$ cat src/rtl/dts_sync_arm.sv
// DTS per-lane timing-pulse checker: collects enabled-lane pulses in a short window,
// counts clean/errored events, measures the event period and emits an armed one-shot sync.
module dts_sync_arm #(
    parameter int N_INPUTS    = 12,
    parameter int SKEW_WINDOW = 4,
    parameter int CNT_WIDTH   = 32
) (
    input  logic                 clk,
    input  logic                 rst,
    input  logic [N_INPUTS-1:0]  one_sec,
    input  logic [N_INPUTS-1:0]  ten_sec,
    input  logic [N_INPUTS-1:0]  lane_mask,
    input  logic                 trig_src,
    input  logic                 arm,
    input  logic                 disarm,
    input  logic                 clr_cnt,
    output logic                 sync_out,
    output logic                 armed,
    output logic                 skew_err,
    output logic [N_INPUTS-1:0]  lanes_seen,
    output logic [31:0]          event_cnt,
    output logic [15:0]          skew_err_cnt,
    output logic [CNT_WIDTH-1:0] pps_period,
    output logic                 period_valid
);

    typedef enum logic {COL_IDLE, COL_COLLECT} col_state_e;
    typedef enum logic {ARM_OFF, ARM_ON} arm_state_e;

    localparam logic [3:0] WIN_LEN = 4'(SKEW_WINDOW);

    function automatic logic [15:0] sat_inc16(input logic [15:0] v);
        return (v == 16'hFFFF) ? v : v + 16'd1;
    endfunction

    function automatic logic [CNT_WIDTH-1:0] sat_inc_cnt(input logic [CNT_WIDTH-1:0] v);
        return (v == '1) ? v : v + CNT_WIDTH'(1);
    endfunction

    logic [N_INPUTS-1:0]  one_sec_q, ten_sec_q, mask_q;
    logic                 src_q;

    col_state_e           col_q, col_d;
    logic [3:0]           wcnt_q, wcnt_d;
    logic [N_INPUTS-1:0]  seen_q, seen_d;
    logic [N_INPUTS-1:0]  win_mask_q, win_mask_d;
    logic                 win_src_q, win_src_d;

    arm_state_e           arm_q, arm_d;
    logic                 sync_q, sync_d;
    logic                 skew_q, skew_d;
    logic [N_INPUTS-1:0]  lanes_q, lanes_d;
    logic [31:0]          event_cnt_q, event_cnt_d;
    logic [15:0]          skew_err_cnt_q, skew_err_cnt_d;
    logic [CNT_WIDTH-1:0] per_cnt_q, per_cnt_d;
    logic [CNT_WIDTH-1:0] pps_q, pps_d;
    logic                 started_q, started_d;
    logic                 pvalid_q, pvalid_d;

    logic [N_INPUTS-1:0]  p_start, p_win;
    logic                 win_close, win_clean, win_start;

    always_ff @(posedge clk or posedge rst) begin
        if (rst) begin
            one_sec_q <= '0;
            ten_sec_q <= '0;
            mask_q    <= '0;
            src_q     <= 1'b0;
        end else begin
            one_sec_q <= one_sec;
            ten_sec_q <= ten_sec;
            mask_q    <= lane_mask;
            src_q     <= trig_src;
        end
    end

    // A fresh window always uses the live source/mask; an open one uses its latched copy.
    always_comb begin
        p_start   = (src_q ? ten_sec_q : one_sec_q) & mask_q;
        p_win     = (win_src_q ? ten_sec_q : one_sec_q) & win_mask_q;
        win_close = (col_q == COL_COLLECT) && (wcnt_q == WIN_LEN);
        win_clean = win_close && (seen_q == win_mask_q);
        win_start = ((col_q == COL_IDLE) || win_close) && (p_start != '0);

        col_d      = col_q;
        wcnt_d     = wcnt_q;
        seen_d     = seen_q;
        win_mask_d = win_mask_q;
        win_src_d  = win_src_q;
        if (win_start) begin
            col_d      = COL_COLLECT;
            wcnt_d     = 4'd1;
            seen_d     = p_start;
            win_mask_d = mask_q;
            win_src_d  = src_q;
        end else if (win_close) begin
            col_d = COL_IDLE;
        end else if (col_q == COL_COLLECT) begin
            seen_d = seen_q | p_win;
            wcnt_d = wcnt_q + 4'd1;
        end

        sync_d  = win_clean && (arm_q == ARM_ON);
        skew_d  = win_close && !win_clean;
        lanes_d = win_close ? seen_q : lanes_q;

        arm_d = arm_q;
        if (disarm)      arm_d = ARM_OFF;
        else if (sync_d) arm_d = ARM_OFF;
        else if (arm)    arm_d = ARM_ON;

        event_cnt_d    = event_cnt_q;
        skew_err_cnt_d = skew_err_cnt_q;
        if (clr_cnt) begin
            event_cnt_d    = '0;
            skew_err_cnt_d = '0;
        end else begin
            if (win_clean) event_cnt_d = event_cnt_q + 32'd1;
            if (skew_d)    skew_err_cnt_d = sat_inc16(skew_err_cnt_q);
        end

        per_cnt_d = sat_inc_cnt(per_cnt_q);
        pps_d     = pps_q;
        started_d = started_q;
        pvalid_d  = pvalid_q;
        if (win_start) begin
            per_cnt_d = '0;
            pps_d     = sat_inc_cnt(per_cnt_q);
            started_d = 1'b1;
            pvalid_d  = pvalid_q | started_q;
        end
    end

    always_ff @(posedge clk or posedge rst) begin
        if (rst) begin
            col_q          <= COL_IDLE;
            wcnt_q         <= '0;
            seen_q         <= '0;
            win_mask_q     <= '0;
            win_src_q      <= 1'b0;
            arm_q          <= ARM_OFF;
            sync_q         <= 1'b0;
            skew_q         <= 1'b0;
            lanes_q        <= '0;
            event_cnt_q    <= '0;
            skew_err_cnt_q <= '0;
            per_cnt_q      <= '0;
            pps_q          <= '0;
            started_q      <= 1'b0;
            pvalid_q       <= 1'b0;
        end else begin
            col_q          <= col_d;
            wcnt_q         <= wcnt_d;
            seen_q         <= seen_d;
            win_mask_q     <= win_mask_d;
            win_src_q      <= win_src_d;
            arm_q          <= arm_d;
            sync_q         <= sync_d;
            skew_q         <= skew_d;
            lanes_q        <= lanes_d;
            event_cnt_q    <= event_cnt_d;
            skew_err_cnt_q <= skew_err_cnt_d;
            per_cnt_q      <= per_cnt_d;
            pps_q          <= pps_d;
            started_q      <= started_d;
            pvalid_q       <= pvalid_d;
        end
    end

    assign sync_out     = sync_q;
    assign armed        = (arm_q == ARM_ON);
    assign skew_err     = skew_q;
    assign lanes_seen   = lanes_q;
    assign event_cnt    = event_cnt_q;
    assign skew_err_cnt = skew_err_cnt_q;
    assign pps_period   = pps_q;
    assign period_valid = pvalid_q;

endmodule

$ cat config.mk
export PLATFORM = sky130hd
export DESIGN_NAME = dts_sync_arm
export DESIGN_NICKNAME = d
export VERILOG_FILES = /design/src/rtl/dts_sync_arm.sv
export SDC_FILE = /design/constraint.sdc
export NUM_CORES = 1
export LEC_CHECK = 0
export ABC_CLOCK_PERIOD_IN_PS = 7650
export BUFFER_PORTS_ARGS = -buffer_cell sky130_fd_sc_hd__buf_2
export CELL_PAD_IN_SITES_DETAIL_PLACEMENT = 2
export CELL_PAD_IN_SITES_GLOBAL_PLACEMENT = 2
export CORE_UTILIZATION = 37
export DETAILED_ROUTE_END_ITERATION = 6
export PLACE_DENSITY = 0.82
export SETUP_SLACK_MARGIN = 0.2
export SLEW_MARGIN = 30
export SYNTH_ARGS = -nofsm -noshare
export SYNTH_HDL_FRONTEND = slang
export SYNTH_SLANG_ARGS = --single-unit
$ cat constraint.sdc
create_clock -name clk -period 7.65 [get_ports clk]
set_input_delay 0.765 -clock clk [delete_from_list [all_inputs] [get_ports clk]]
set_output_delay 0.765 -clock clk [all_outputs]
set_load 0.005 [all_outputs]
==> metrics, run 1 <==
crit path capture type=flip-flop; drt initial violations=325; Cell Chain, Critical Path=mux2_2, a22oi_1, nand4_1, o41a_4, buf_4, mux2_4; Reg power frac=0.446; min-delay worst type=input pin to flip-flop; Final ANT Viol Nets=0; Slew HR=0.368; Avg Inst Size Synth=11.1 µm²; DR WL met2=13400 µm; outcome=finished clean; Layout area overhead=18.2%; Final nets=985; crit path DAT=3.73 ns; first-pass GRT wire length=41000 µm; total track usage=0.214; Post-synth EDFFs=0; TNS Setup=0 ns; Post-synth top cells=dfrtp_1 (196), nand2_1 (55), nor2_1 (46); Seq cells post-synth=196; type of origin of the critical path=flip-flop; DR pass1 iterations=4; Synth area leaders=dfrtp_1 (55%), mux2_2 (5.1%), mux2i_1 (4.9%); critical-path maximum fanout=38; RSZ-0062 raised after global routing=no; Post-CTS Setup Inserts=0; # fillers=2540; WL/cell=20.0 µm; DIE AREA=24900 µm²; grt total ovfl=0; die width=158 µm; switching power of the nets=998 µW; Setup Skew=0.0176 ns; row cnt=56; antenna cells=0; sequential share of the synthesized area=0.545; TritonCTS buffer count=17; maximum VDD drop=0.156 mV; internal power=2030 µW; Final Util=0.449; Starting Density=0.380; hpwl dp=17000 µm; WL met3=711 µm; P_leak=0.00477 µW; Warnings, synthesis=0; fmax=0.293 GHz; CTS tree=yes; # DRC=0; max-slew violations=0; Worst-Margin Slew=0.939 ns; most common cell in the synthesized netlist=dfrtp_1; global placer's final weighted congestion=0.744; DRT Wirelength=25400 µm; Max stage delay cell, worst path=o41a_4; vias per std cell=5.41; share of the synthesized area in the top cell type=0.545; Vias=6870; Required @ worst endpoint=7.97 ns; WL met1=11200 µm; H-tree levels=4; initial antenna violation count=0; port buffer count=137; highest routed metal layer=met4; gate count after technology mapping=811; mapped cell area=8990 µm²; P per Cell Area=285 nW/µm²; vias in the first global route=7466; CTS root buffer=clkbuf_16; switching part of the total=0.330; area leader, netlist=dfrtp_1; CTS max path bufs=2; maxcap violations=0; final count of negative-setup-slack endpoints=0; synth unique cells=50; maximum number of pins on one net before global-route repair=117; Clock transition at path regs=0.08 ns; # hold bufs at CTS=0; DIE HEIGHT=158 µm; layout cells sized above 1=0.259; clock power share=0.318; Power Total=3030 µW; CTS resizes=0; core area=23700 µm²; Synth async-reset ratio=1.00; clock sinks=196; Ports=138; worst setup path class=flip-flop to flip-flop; Hold Vio Cnt, Final=0; Combinational Power Share=0.236; max incr delay on CP=0.80 ns; predominant post-synthesis flop cell=dfrtp_1; worst-skew pair later-pin latency=0.44 ns; syn_nets=858; Final Cycle Share=0.445; post-layout min period=3.41 ns
## sequential cells by signal, summed over array words and instances, names as in the netlist, 4 cells and up
| name | flops |
|---|---|
| per_cnt_q | 32 |
| seen_q | 12 |
| mask_q | 12 |
| lanes_seen | 12 |
| pps_period | 32 |
| one_sec_q | 12 |
| event_cnt | 32 |
| wcnt_q | 4 |
| ten_sec_q | 12 |
| win_mask_q | 12 |
| skew_err_cnt | 16 |
## through the flow
step / instances / hold WS, ns / worst slack [ns] / instance area [µm²]
after floorplan: 811 / 0.435 / 1.54 / 8990
after global placement: 1235 / 0.435 / 4.15 / 9940
after detailed placement: 1235 / 0.455 / 4.05 / 9940
after CTS: 1267 / 0.404 / 4.00 / 10600
after global routing: 1270 / 0.401 / 4.12 / 10600
final: 1270 / 0.423 / 4.24 / 10600
## power groups by stage
| stage | sequential [µW] | clock (µW) | combinational, µW |
|---|---|---|---|
| 2_1_floorplan | 1310 | 0 | 526 |
| 3_3_place_gp | 1350 | 0 | 656 |
| 3_5_place_dp | 1360 | 0 | 694 |
| 4_1_cts | 1350 | 992 | 714 |
| 5_1_grt | 1370 | 1020 | 775 |
| 6_report | 1350 | 964 | 713 |
## metal layers
layer  track usage  vias up
met5             0        -
met4        0.0532        0
met3        0.0320       15
met2         0.378      108
met1         0.271     3585
li1              -     3162
## critical path: cells and delay by family, from the launching register on
family / cells / cell delay (ns)
simple gates: 1 / 0.25
compound gates: 2 / 1.09
mux: 2 / 0.78
flops: 1 / 0.75
buf+inv: 1 / 0.39
## path summary, 6_finish.rpt
check	end	slack [ns]	startpoint	depth (start not counted)
max	win_mask_q[2]	4.24	src_q	6
min	one_sec_q[9]	0.42	one_sec[9]	1
max reg2reg	win_mask_q[2]	4.24	src_q	6
min reg2reg	started_q	0.48	started_q	1
max in group asynchronous	pps_period[8]	5.88	rst	3
min in group asynchronous	sync_out	0.47	rst	2
## placed cells by master, fill, tap and decap left out, types with 3 or more instances in the layout
cell | netlist | routed
ha_1 | 5 | 5
inv_1 | 44 | 43
o21ai_0 | 25 | 25
mux2i_1 | 44 | 44
clkbuf_16 | 0 | 17
nand2_1 | 55 | 55
a31oi_1 | 12 | 12
a211oi_1 | 8 | 8
and3_1 | 10 | 10
clkinv_8 | 0 | 5
xnor2_1 | 19 | 19
and4_1 | 4 | 4
nor2_1 | 46 | 46
a22oi_1 | 4 | 4
mux2_4 | 16 | 16
nor4_1 | 12 | 10
nand4_1 | 21 | 21
nand3_1 | 30 | 30
buf_2 | 5 | 136
dfrtp_1 | 196 | 196
nor3_1 | 12 | 11
and2_1 | 12 | 12
or3_1 | 17 | 17
nor2b_1 | 8 | 8
buf_4 | 1 | 7
xor2_1 | 13 | 13
a21oi_1 | 41 | 41
nand2b_1 | 5 | 5
or2_2 | 4 | 4
or4_1 | 27 | 27
o31ai_1 | 20 | 20
mux2_2 | 41 | 41
inv_6 | 0 | 6
buf_6 | 6 | 3
## cell type report
type	instances	area [µm²]	share of cell area
well taps	319	399	0.0375
inverters	44	173	0.0162
multi-input cells	533	3750	0.353
clock inverters	15	210	0.0198
flip-flops and latches	196	4900	0.461
clock buffers	17	425	0.0400
repair buffers	146	767	0.0721
## cell families (layout without fill, tap and decap cells)
| group | count (synthesis) | count (layout) | synth area share |
|---|---|---|---|
| DFF | 196 | 196 | 0.545 |
| muxes | 103 | 103 | 0.130 |
| and+or+nand+nor | 270 | 270 | 0.161 |
| AOI/OAI and AO/OA | 123 | 123 | 0.0862 |
| buffers and inverters | 82 | 222 | 0.0403 |
| adders and majority gates | 5 | 5 | 0.00696 |
| xor gates and xnor gates | 32 | 32 | 0.0312 |
No activity file was read; power rests on OpenSTA's default activity.
==> inputs of run 2 (changes only) <==
- ABC_CLOCK_PERIOD_IN_PS: 7650 -> 3300
- clock period: 7.65 -> 3.3 ns (I/O delays scaled with it)
==> run 2 against run 1 <==
- sequential power rose by 130%
- setup slack got worse by 3.9 ns
- total power rose by 140%
- via count rose by 4.3%
- largest power group unchanged
- highest routed layer unchanged
- critical endpoint is now win_mask_q[8]
- combinational power rose to 2.5 times the previous value
- clock-buffer cell count rose by 2
- critical path type unchanged
==> metrics, run 2 (synthesis results as in run 1) <==
Final Cycle Share=0.906; Max stage delay cell, worst path=o41a_2; DRT Wirelength=28400 µm; Post-CTS Setup Inserts=0; total track usage=0.238; min-delay worst type=input pin to flip-flop; WL/cell=21.6 µm; Layout area overhead=22.8%; crit path DAT=3.31 ns; fmax=0.334 GHz; vias per std cell=5.44; row cnt=56; Worst Reg-to-Reg Cells=6; post-layout min period=2.99 ns; core area=23700 µm²; Final nets=1032; Finished Cell Area=11000 µm²; crit path capture type=flip-flop; maximum VDD drop=0.350 mV; Starting Density=0.380; Cell Chain, Critical Path=mux2_2, a22oi_1, nand4_1, o41a_2, buf_4, mux2_4; placed cell count=1248; max incr delay on CP=0.61 ns; Final ANT Viol Nets=0; die width=158 µm; # DRC=0; clock sinks=196; vias in the first global route=8011; global placer's final weighted congestion=0.742; maxcap violations=0; DIE AREA=24900 µm²; # fillers=2500; CTS max path bufs=2; worst setup path class=flip-flop to flip-flop; Ports=138; worst-skew pair later-pin latency=0.44 ns; layout cells sized above 1=0.255; critical-path maximum fanout=22; RSZ-0062 raised after global routing=no; Required @ worst endpoint=3.62 ns; TritonCTS buffer count=17; hpwl dp=18000 µm; Hold Vio Cnt, Final=0; outcome=finished clean; final count of negative-setup-slack endpoints=0; drt initial violations=375; port buffer count=137; P_leak=0.00496 µW; CTS root buffer=clkbuf_16; commonest non-fill, non-tap cell in the layout=dfrtp_1; CTS tree=yes; Worst-Margin Slew=0.735 ns; DR pass1 iterations=4; Setup Skew=0.0271 ns; first-pass GRT wire length=45400 µm; H-tree levels=4; type of origin of the critical path=flip-flop; max-slew violations=0; post-route insts no fill=1317; grt total ovfl=0; TNS Setup=0 ns; DIE HEIGHT=158 µm; P per Cell Area=646 nW/µm²; maximum number of pins on one net before global-route repair=97; antenna cells=0; initial antenna violation count=0; Placed Area=10100 µm²; Clock transition at path regs=0.09 ns; Vias=7166; most frequent cells in the layout=dfrtp_1 (195), buf_2 (136), nand2_1 (55); Slew HR=0.504; worst hold stages=1
## run 2: per-layer routing
layer | vias up | track usage | share of wire
li1 | 3246 | - | -
met3 | 40 | 0.0370 | 0.032
met2 | 140 | 0.425 | 0.52
met1 | 3740 | 0.287 | 0.42
met5 | - | 0 | 0
met4 | 0 | 0.0874 | 0.023
## run 2: what timing repair did
action	in CTS	in global routing
resized for setup	0	1
hold endpoints to repair	56	0
hold buffers	37	0
endpoints found under the setup margin	0	33
## run 2: final cells by class
class	instances	area, µm²	share of cell area
sequential	196	4910	0.444
clock buffer	19	453	0.0410
multi-input combinational	533	3730	0.337
clock inverter	13	154	0.0139
inverter	44	169	0.0153
tap	319	399	0.0361
timing repair buffer	193	1240	0.112
## run 2: power breakdown
| part | leakage, µW | total (µW) | internal [µW] | switching (µW) |
|---|---|---|---|---|
| clock | 0.000298 | 2170 | 1070 | 1100 |
| combinational | 0.00213 | 1800 | 853 | 947 |
| sequential | 0.00253 | 3170 | 2750 | 417 |
## run 2: per-stage QoR
stage	utilization	hold WS [ns]	setup WS, ns	power, µW
3_5_place_dp	0.425	0.430	0.259	4870
4_1_cts	0.466	0.0244	0.251	7080
2_1_floorplan	-	0.361	0.438	4250
5_1_grt	0.467	0.0245	0.206	7430
3_3_place_gp	0.425	0.426	0.409	4700
6_report	0.467	0.0384	0.310	7130
## run 2: worst max-delay path: cells and delay by family, from the launching register on
family	cells	cell delay, ns
AO/OA/AOI/OAI	2	0.89
buffers and inverters	1	0.29
flip-flops	1	0.60
multiplexers	2	0.78
AND/OR/NAND/NOR	1	0.30
## run 2: path summary, 6_finish.rpt
kind                               endpoint           from  slack [ns]
setup / recovery              win_mask_q[8]          src_q        0.31
hold / removal                   mask_q[10]  lane_mask[10]        0.04
setup reg to reg              win_mask_q[8]          src_q        0.31
hold reg to reg                period_valid   period_valid        0.46
max in group asynchronous             src_q            rst        1.91
min in group asynchronous  skew_err_cnt[13]            rst        0.49
==> inputs of run 3 (changes only) <==
- ABC_AREA: not set -> 1
- CORE_UTILIZATION: 37 -> 33
==> run 3 against run 2 <==
- first-iteration DRC count shrank 2.1%
- core utilization shrank 5.6 points
- sequential power down 2%
- register-to-register slack improved by 0.39 ns
- clock-buffer cell count unchanged
- synthesized cell count rose by 59%
- design area grew 7.7%
- wire length rose by 19%
- total power fell by 7.8%
- clock skew fell by 0.012 ns
- critical path depth is 5 higher
- largest power group unchanged
==> metrics, run 3 <==
Synth async-reset ratio=1.00; outcome=finished clean; Required @ worst endpoint=3.67 ns; Final Util=0.410; most frequent cells in the layout=nand2_1 (481), dfrtp_1 (196), nor2_1 (149); die width=175 µm; adder-cell share of the synthesized area=0.00635; P per Cell Area=553 nW/µm²; Hold Vio Cnt, Final=0; Seq cells post-synth=196; largest family of logic cells by synthesized area=simple AND/OR/NAND/NOR gates; CTS tree=yes; layout cells sized above 1=0.144; worst setup path class=flip-flop to flip-flop; share of the synthesized area in the top cell type=0.498; R2R setup slack=0.70 ns; synth unique cells=31; grt total ovfl=0; crit path DAT=2.97 ns; TritonCTS buffer count=17; Final nets=1505; gate count after technology mapping=1287; maxcap violations=0; vias in the first global route=10.3k; fmax=0.385 GHz; maximum VDD drop=0.350 mV; type of origin of the critical path=flip-flop; port buffer count=137; CTS root buffer=clkbuf_16; final setup margin=0.703 ns; final hold slack=0.0201 ns; RSZ-0062 raised after global routing=no; Setup Skew=0.0147 ns; DR pass1 iterations=5; min-delay worst type=input pin to flip-flop; final count of negative-setup-slack endpoints=0; mapped cell area=9850 µm²; Post-synth top cells=nand2_1 (481), dfrtp_1 (196), nor2_1 (150); Layout area overhead=20.8%; # fillers=3415; row cnt=62; Final Cycle Share=0.787; post-synthesis compound-gate area fraction=0.0540; Clock transition at path regs=0.08 ns; Worst-Margin Slew=0.933 ns; worst-skew pair later-pin latency=0.44 ns; DIE AREA=30500 µm²; Synth area leaders=dfrtp_1 (50%), nand2_1 (18%), nor2_1 (5.7%); Worst Reg-to-Reg Cells=11; total track usage=0.228; antenna cells=0; global placer's final weighted congestion=0.808; TNS Setup=0 ns; post-synthesis mux area share=0; CTS max path bufs=2; most common cell in the synthesized netlist=nand2_1; clock sinks=196; Post-synth EDFFs=0; WL/cell=18.2 µm; post-synthesis simple-gate area fraction=0.330; H-tree levels=4; P_leak=0.00614 µW; syn_nets=1334; critical-path maximum fanout=44; commonest non-fill, non-tap cell in the layout=nand2_1; core area=29000 µm²; worst reg2reg path startpoint=src_q; Post-CTS Setup Inserts=0; Vias=9195; Synth Area in XOR/XNOR=0.0391; maximum number of pins on one net before global-route repair=56; first-pass GRT wire length=55400 µm; Starting Density=0.340; # DRC=0; worst hold stages=1; vias per std cell=4.96; pre-CTS worst setup slack=0.786 ns; Critical Path Start=src_q; Final ANT Viol Nets=0; Power Total=6580 µW; post-layout min period=2.60 ns; CTS resizes=0; drt initial violations=367; crit path capture type=flip-flop; initial antenna violation count=1; DRT Wirelength=33800 µm; hpwl dp=23400 µm; Warnings, synthesis=0; DIE HEIGHT=175 µm; predominant post-synthesis flop cell=dfrtp_1; sequential share of the synthesized area=0.498; Ports=138; Min-Delay Startpoint=one_sec[7]; area leader, netlist=dfrtp_1; Avg Inst Size Synth=7.65 µm²; max-slew violations=0; Slew HR=0.378
run 3: changes by cell type in the layout (fill, tap and decap cells not counted), sizes merged, moves of 44 or more:
cell | previous run | this run
nand3 | 30 | 84
nor2 | 46 | 154
inv | 51 | 123
mux2 | 59 | 0
mux2i | 44 | 0
nand2 | 55 | 482
run 3: worst max-delay path: stages, from the launching register on:
cell and delay, ns:
dfrtp_1 0.75, inv_2 0.26, nand2_1 0.18, nand3_1 0.14, nand2_1 0.13, nor2_2 0.06
nand3_1 0.13, nand2_2 0.09, inv_2 0.06, buf_4 0.41, nand2_1 0.18, o21ai_1 0.11
run 3: layer usage:
layer	GRT usage	vias to the layer above	wire, µm
met5	0	-	0
met3	0.0313	35	1020
met1	0.298	4657	15200
li1	-	4343	-
met2	0.396	160	17000
met4	0.0605	0	544
run 3: final cells by class:
class / instances / area (µm²) / share of cell area
sequential: 196 / 4900 / 0.412
multi-input combinational: 929 / 4230 / 0.355
timing repair buffer: 192 / 1230 / 0.104
tap: 384 / 480 / 0.0404
inverter: 122 / 462 / 0.0388
clock buffer: 19 / 443 / 0.0372
clock inverter: 12 / 145 / 0.0122
run 3: cells by family (layout without fill, tap and decap cells):
| kind of cell | count (synthesis) | count (layout) |
|---|---|---|
| and+or+nand+nor | 785 | 785 |
| DFF | 196 | 196 |
| buffers and inverters | 162 | 345 |
| AOI/OAI and AO/OA | 95 | 95 |
| xor gates and xnor gates | 44 | 44 |
| adders and majority gates | 5 | 5 |
run 3: stage by stage:
step | area, µm² | std cells
5_1_grt | 11900 | 1854
4_1_cts | 11900 | 1851
6_report | 11900 | 1854
3_3_place_gp | 10900 | 1786
2_1_floorplan | 9850 | 1287
3_5_place_dp | 10900 | 1786
run 3: power by group:
part / internal, µW / total [µW] / switching, µW
registers: 2750 / 3120 / 374
clock network: 1150 / 2170 / 1020
logic: 500 / 1290 / 786
total: 4400 / 6580 / 2180
run 3: what timing repair did:
| item | 4_1_cts | 5_1_grt |
|---|---|---|
| hold endpoints to repair | 34 | 16 |
| hold buffers | 34 | 2 |
| endpoints found under the setup margin | 0 | 0 |
run 3: worst paths after layout:
kind | to
max | seen_q[9]
min in group asynchronous | one_sec_q[10]
max reg2reg | seen_q[9]
max in group asynchronous | event_cnt[8]
min reg2reg | started_q
min | one_sec_q[7]
